### src/rtl/wb_sram_bank_loader.sv
// Wishbone program loader and fetch mux for NBANKS OpenRAM 1rw1r macros; CTRL gates core reset and write-protect.
// Optional feature macro: WB_READBACK_EN (port-0 SRAM reads over Wishbone).

module wb_sram_bank_loader #(
    parameter int          NBANKS    = 2,
    parameter int          ADDR_W    = 9,
    parameter logic [31:0] BASE_ADDR = 32'h3000_0000,
    localparam int         BANK_W    = $clog2(NBANKS + 1)
) (
    input  logic                     wb_clk_i,
    input  logic                     wb_rst_ni,
    input  logic                     wbs_cyc_i,
    input  logic                     wbs_stb_i,
    input  logic                     wbs_we_i,
    input  logic [3:0]               wbs_sel_i,
    input  logic [31:0]              wbs_adr_i,
    input  logic [31:0]              wbs_dat_i,
    output logic                     wbs_ack_o,
    output logic [31:0]              wbs_dat_o,
    input  logic                     core_csb_i,
    input  logic [BANK_W+ADDR_W-1:0] core_addr_i,
    output logic [31:0]              core_dat_o,
    output logic                     core_rst_no,
    output logic [NBANKS-1:0]        ram_csb0_o,
    output logic                     ram_web0_o,
    output logic [3:0]               ram_wmask0_o,
    output logic [ADDR_W-1:0]        ram_addr0_o,
    output logic [31:0]              ram_din0_o,
    input  logic [NBANKS*32-1:0]     ram_dout0_i,
    output logic [NBANKS-1:0]        ram_csb1_o,
    output logic [ADDR_W-1:0]        ram_addr1_o,
    input  logic [NBANKS*32-1:0]     ram_dout1_i
);

    typedef enum logic [1:0] {S_IDLE, S_ACCESS, S_WAIT, S_ACK} state_t;

    typedef struct packed {
        logic              we;
        logic [3:0]        sel;
        logic [BANK_W-1:0] bank;
        logic [ADDR_W-1:0] word;
        logic [31:0]       dat;
    } req_t;

    state_t              state_q, state_d;
    req_t                req_q;
    logic                wp_q, run_q, wp_d, run_d;
    logic [NBANKS-1:0]   csb0_d;
    logic                web0_d, ack_d;
    logic [3:0]          wmask0_d;
    logic [31:0]         rdata_d;
    logic [BANK_W-1:0]   in_bank, core_bank, fbank_q;
    logic                hit, accept, req_ram, req_ctrl;
    logic [NBANKS-1:0][31:0] dout1_v;
`ifdef WB_READBACK_EN
    logic [NBANKS-1:0][31:0] dout0_v;
    assign dout0_v = ram_dout0_i;
`endif
    assign dout1_v = ram_dout1_i;

    assign in_bank  = wbs_adr_i[ADDR_W+2 +: BANK_W];
    assign hit      = wbs_adr_i[31:24] == BASE_ADDR[31:24];
    assign accept   = (state_q == S_IDLE) && wbs_cyc_i && wbs_stb_i && hit && !wbs_ack_o;
    assign req_ram  = req_q.bank < BANK_W'(NBANKS);
    assign req_ctrl = req_q.bank == BANK_W'(NBANKS);

    always_ff @(posedge wb_clk_i or negedge wb_rst_ni) begin
        if (!wb_rst_ni) state_q <= S_IDLE;
        else            state_q <= state_d;
    end

    always_comb begin
        state_d = state_q;
        case (state_q)
            S_IDLE:   if (accept) state_d = S_ACCESS;
`ifdef WB_READBACK_EN
            S_ACCESS: state_d = (req_ram && !req_q.we) ? S_WAIT : S_ACK;
`else
            S_ACCESS: state_d = S_ACK;
`endif
            S_WAIT:   state_d = S_ACK;
            S_ACK:    state_d = S_IDLE;
            default:  state_d = S_IDLE;
        endcase
    end

    // Port-0 strobes are decoded from the live bus in the accept cycle so the
    // registered pulse lands exactly in the ACCESS cycle.
    always_comb begin
        csb0_d   = '1;
        web0_d   = 1'b1;
        wmask0_d = '0;
        ack_d    = (state_d == S_ACK);
        rdata_d  = wbs_dat_o;
        wp_d     = wp_q;
        run_d    = run_q;
        if (accept) begin
            for (int b = 0; b < NBANKS; b++) begin
                if (in_bank == BANK_W'(b)) begin
                    if (wbs_we_i && !wp_q) begin
                        csb0_d[b] = 1'b0;
                        web0_d    = 1'b0;
                        wmask0_d  = wbs_sel_i;
                    end
`ifdef WB_READBACK_EN
                    else if (!wbs_we_i) csb0_d[b] = 1'b0;
`endif
                end
            end
        end
        case (state_q)
            S_ACCESS: begin
                rdata_d = '0;
                if (req_ctrl) begin
                    if (req_q.we && req_q.sel[0]) {run_d, wp_d} = req_q.dat[1:0];
                    else if (!req_q.we)           rdata_d = {30'b0, run_q, wp_q};
                end
            end
`ifdef WB_READBACK_EN
            S_WAIT: begin
                for (int b = 0; b < NBANKS; b++)
                    if (req_q.bank == BANK_W'(b)) rdata_d = dout0_v[b];
            end
`endif
            default: ;
        endcase
    end

    always_ff @(posedge wb_clk_i or negedge wb_rst_ni) begin
        if (!wb_rst_ni) begin
            wbs_ack_o    <= 1'b0;
            wbs_dat_o    <= '0;
            ram_csb0_o   <= '1;
            ram_web0_o   <= 1'b1;
            ram_wmask0_o <= '0;
            wp_q         <= 1'b0;
            run_q        <= 1'b0;
            req_q        <= '0;
        end else begin
            wbs_ack_o    <= ack_d;
            wbs_dat_o    <= rdata_d;
            ram_csb0_o   <= csb0_d;
            ram_web0_o   <= web0_d;
            ram_wmask0_o <= wmask0_d;
            wp_q         <= wp_d;
            run_q        <= run_d;
            if (accept)
                req_q <= '{we: wbs_we_i, sel: wbs_sel_i, bank: in_bank,
                           word: wbs_adr_i[ADDR_W+1:2], dat: wbs_dat_i};
        end
    end

    assign ram_addr0_o = req_q.word;
    assign ram_din0_o  = req_q.dat;
    assign core_rst_no = run_q;

    // Fetch port: the macro answers one cycle after select, so the bank is
    // remembered to steer the returning data.
    assign core_bank   = core_addr_i[ADDR_W +: BANK_W];
    assign ram_addr1_o = core_addr_i[ADDR_W-1:0];

    for (genvar b = 0; b < NBANKS; b++) begin : g_csb1
        assign ram_csb1_o[b] = core_csb_i | (core_bank != BANK_W'(b)) | ~run_q;
    end

    always_ff @(posedge wb_clk_i or negedge wb_rst_ni) begin
        if (!wb_rst_ni)       fbank_q <= BANK_W'(NBANKS);
        else if (!core_csb_i) fbank_q <= core_bank;
    end

    always_comb begin
        core_dat_o = '0;
        for (int b = 0; b < NBANKS; b++)
            if (fbank_q == BANK_W'(b)) core_dat_o = dout1_v[b];
    end

    logic unused_ok;
    assign unused_ok = ^{wbs_adr_i, req_q.sel[3:1], ram_dout0_i};

endmodule

### config.mk
export PLATFORM = sky130hd
export DESIGN_NAME = wb_sram_bank_loader
export DESIGN_NICKNAME = d
export VERILOG_FILES = /design/src/rtl/wb_sram_bank_loader.sv
export SDC_FILE = /design/constraint.sdc
export NUM_CORES = 1
export LEC_CHECK = 0
export BUFFER_PORTS_ARGS = -buffer_cell sky130_fd_sc_hd__buf_2
export CORE_AREA = 2 2 130 132
export CTS_BUF_LIST = sky130_fd_sc_hd__clkbuf_16
export CTS_CLUSTER_SIZE = 14
export DETAILED_ROUTE_END_ITERATION = 16
export DIE_AREA = 0 0 132 134
export PLACE_DENSITY = 0.53
export RECOVER_POWER = 25
export SETUP_SLACK_MARGIN = 0.15
export SYNTH_ARGS = -nofsm -noshare
export SYNTH_HDL_FRONTEND = slang
export SYNTH_SLANG_ARGS = --single-unit
export TNS_END_PERCENT = 10
### constraint.sdc
create_clock -name wb_clk_i -period 2.8 [get_ports wb_clk_i]
set_input_delay 0.42 -clock wb_clk_i [delete_from_list [all_inputs] [get_ports wb_clk_i]]
set_output_delay 0.42 -clock wb_clk_i [all_outputs]
set_load 0.05 [all_outputs]
==> out/qor.csv <==
stage,metric,value,unit
sta,Worst Max-Slew Pin Slew,1.51,ns
floorplan,Starting Density,0.219,
layout,fraction of layout cells with a size suffix above 1,0.615,
clocking,number of post-CTS setup repair buffers,0,
synth,"Seq/Total Area, Yosys",0.423,
clocking,Sink Count,60,
critical_path,critical path capture point type,output pin,
clocking,"CTS clk-pin slew, worst paths",0.06,ns
grt,initial antenna violation count,1,
clocking,CTS tree,built,
critical_path,worst-path cell chain,buf_4 > mux2i_1 > nor2_1 > buf_2,
placed_design,Setup WS pre-CTS,0.769,ns
synth,Yosys reg bits,60,
clocking,CTS Hold Buffers Added,0,
synth,post-synthesis compound-gate area fraction,0.00527,
drt,drt wl/cell,12.9,um
synth,post-synthesis instance area,3560,sq um
job,max_cap viols,1,
drt,DRT iter0 DRCs,26,
critical_path,R2R Setup Slk,0.78,ns
outcome,failing checks,"capacitance limit, slew limit",
critical_path,r2r worst-path depth,6,
grt,total grt overflow,0,
synth,Post-synth ARST share,1.00,
worst_hold_path,sink of the worst hold path,ram_csb0_o[1],
sta,Slew headroom,-0.00485,
grt,GRT Total Usage,0.0976,
drt,DRC viols,0,
grt,number of global-route vias before repair,2595,
synth,Synth Instances,298,
sta,Setup WS post-layout,0.714,ns
synth,Synth Area in Adders,0.0105,
synth,post-synthesis simple-gate area fraction,0.0783,
clocking,Root Driver,clkbuf_16,
synth,Synth cell types,28,
floorplan,die area,17700,sq um
sta,Final period util,0.745,
synth,Ys Warns,0,
clocking,H-tree depth,3,
outcome,outcome,finished with violations,
synth,largest family of logic cells by synthesized area,multiplexers,
layout,Layout area overhead,32.2,%
power,Pleak,2.79,nW
critical_path,CP top delay family,buffers and inverters,
synth,"Top FF cell, synth",dfrtp_1,
synth,Post-synth EDFFs,0,
layout,final net count,678,
critical_path,CP max FO,33,
worst_hold_path,HP Class,in2reg,
placed_design,port buffer count,212,
placed_design,hpwl dp,7.03,mm
floorplan,die height,134,um
sta,final hold vios,0,
synth,mux cell area share after synthesis,0.286,
grt,largest net degree at the start of global routing,61,
critical_path,Reg2Reg Launch Point,state_q[1],
critical_path,Critical Path Start Type,register,
sta,RSZ-0062 raised after global routing,no,
drt,First-pass DRT Iterations,3,
synth,Mapped Avg Cell Area,12.0,sq um
critical_path,Slowest Stage Delay on Critical Path,0.43,ns
worst_hold_path,hold depth,2,
synth,XOR/XNOR Fraction of Synth Area,0,
layout,ant diodes,0,
sta,Max Fclk,479,MHz
sta,final setup fails,0,
clocking,post-CTS sizing,0,
floorplan,Die W,132,um
critical_path,WP data required,2.38,ns
sta,Final Critical Period,2.09,ns
clocking,CTS Buf Count,9,
critical_path,Setup Crit Path Kind,reg2out,
drt,via count,2555,
critical_path,CP max stage cell,buf_4,
drt,Post-Route WL,8.87,mm
sta,TNS Setup,0,ns
sta,Layout Skew,0.00637,ns
sta,Final Max Slew Viols,60,
drt,post-route ant nets,0,
floorplan,Rows,47,
power,VDD IR-drop max,0.369,mV
worst_hold_path,min-delay src,wbs_adr_i[11],
placed_design,RD Place Congestion,0.774,
power,power per cell area,614,nW/um^2
clocking,Clock Tree Buf Depth,2,
grt,first-pass GRT wire length,13.5,mm
sta,hold_ws,0.234,ns
critical_path,Setup crit start,fbank_q[0],
critical_path,WP buf/inv,2,
clocking,Worst-Skew Late Latency,0.34,ns
critical_path,FF-to-FF End,ram_din0_o[23],
floorplan,Ports,338,
floorplan,CORE AREA,16300,sq um
critical_path,crit path DAT,1.67,ns
drt,Vias/cell,3.72,
## where the power goes
| group | switching [W] | internal [W] | total (W) |
|---|---|---|---|
| logic | 0.000485 | 0.000197 | 0.000682 |
| clock network | 0.000411 | 0.000865 | 0.00128 |
| registers | 0.0000325 | 0.000898 | 0.000931 |
| total | 0.000928 | 0.00196 | 0.00289 |
## cell usage after synthesis, types with 2 or more instances
cell type | count | area, sq um
clkbuf_1 | 5 | 18.8
o22ai_1 | 2 | 12.5
nand2b_1 | 2 | 12.5
buf_4 | 80 | 601
buf_2 | 3 | 15.0
buf_6 | 4 | 45.0
dfrtp_1 | 56 | 1400
mux2_4 | 39 | 586
mux2_2 | 10 | 113
and2_1 | 4 | 25.0
nand2_1 | 3 | 11.3
dfstp_2 | 4 | 105
nor2_1 | 34 | 128
mux2i_1 | 32 | 320
inv_1 | 5 | 18.8
ha_1 | 3 | 37.5
## sequential cells by signal, indices dropped and copies added, names as in the netlist
signal / flops
ram_web0_o: 1
ram_din0_o: 32
wbs_dat_o: 2
ram_wmask0_o: 4
ram_addr0_o: 9
req_q: 4
wp_q: 1
core_rst_no: 1
fbank_q: 2
ram_csb0_o: 2
state_q: 2
## metal layers
metal,GRT usage,vias up,wire length [um]
li1,-,1208,-
met1,0.106,1176,3460
met2,0.168,159,4330
met3,0.0408,12,923
met4,0.0417,0,154
met5,0,-,0
## how the worst max path moves through the flow
stage	end	slack, ns	cells after the start
global placement	ram_din0_o[22]	0.78	6
global route	core_dat_o[14]	0.60	4
CTS	core_dat_o[30]	0.68	4
floorplan	core_dat_o[10]	0.80	4
detailed placement	ram_din0_o[30]	0.77	6
finish	core_dat_o[10]	0.71	4
## stage by stage
step	util	power (W)	cell area (sq um)	std cells
finish	0.289	0.00289	4710	687
global route	0.289	0.00302	4710	687
CTS	0.289	0.00294	4710	687
detailed placement	0.268	0.00163	4370	671
global placement	0.268	0.00162	4370	671
floorplan	-	0.00150	3670	327
## area by class of cell
cell class / count / area (sq um)
Clock buffer: 9 / 225
Clock inverter: 7 / 115
Fill cell: 1720 / 11600
Inverter: 5 / 18.8
Multi-Input combinational cell: 170 / 1470
Sequential cell: 60 / 1510
Tap cell: 220 / 275
Timing Repair Buffer: 216 / 1100
## cell families after synthesis
kind of cell    after synthesis
mux                          81
flops                        60
other cells                   1
buf+inv                      97
compound gates                3
simple gates                 53
fa+ha+maj                     3
## cells in the final DEF (no fill, tap or decap), types with 4 or more instances in the layout
| cell type | instances |
|---|---|
| inv_1 | 5 |
| conb_1 | 30 |
| mux2i_1 | 32 |
| dfstp_2 | 4 |
| buf_2 | 212 |
| nor2_1 | 34 |
| dfrtp_1 | 56 |
| clkbuf_16 | 9 |
| and2_1 | 4 |
| mux2_2 | 10 |
| mux2_4 | 39 |
Note: power is estimated with default switching activity, not from simulation.
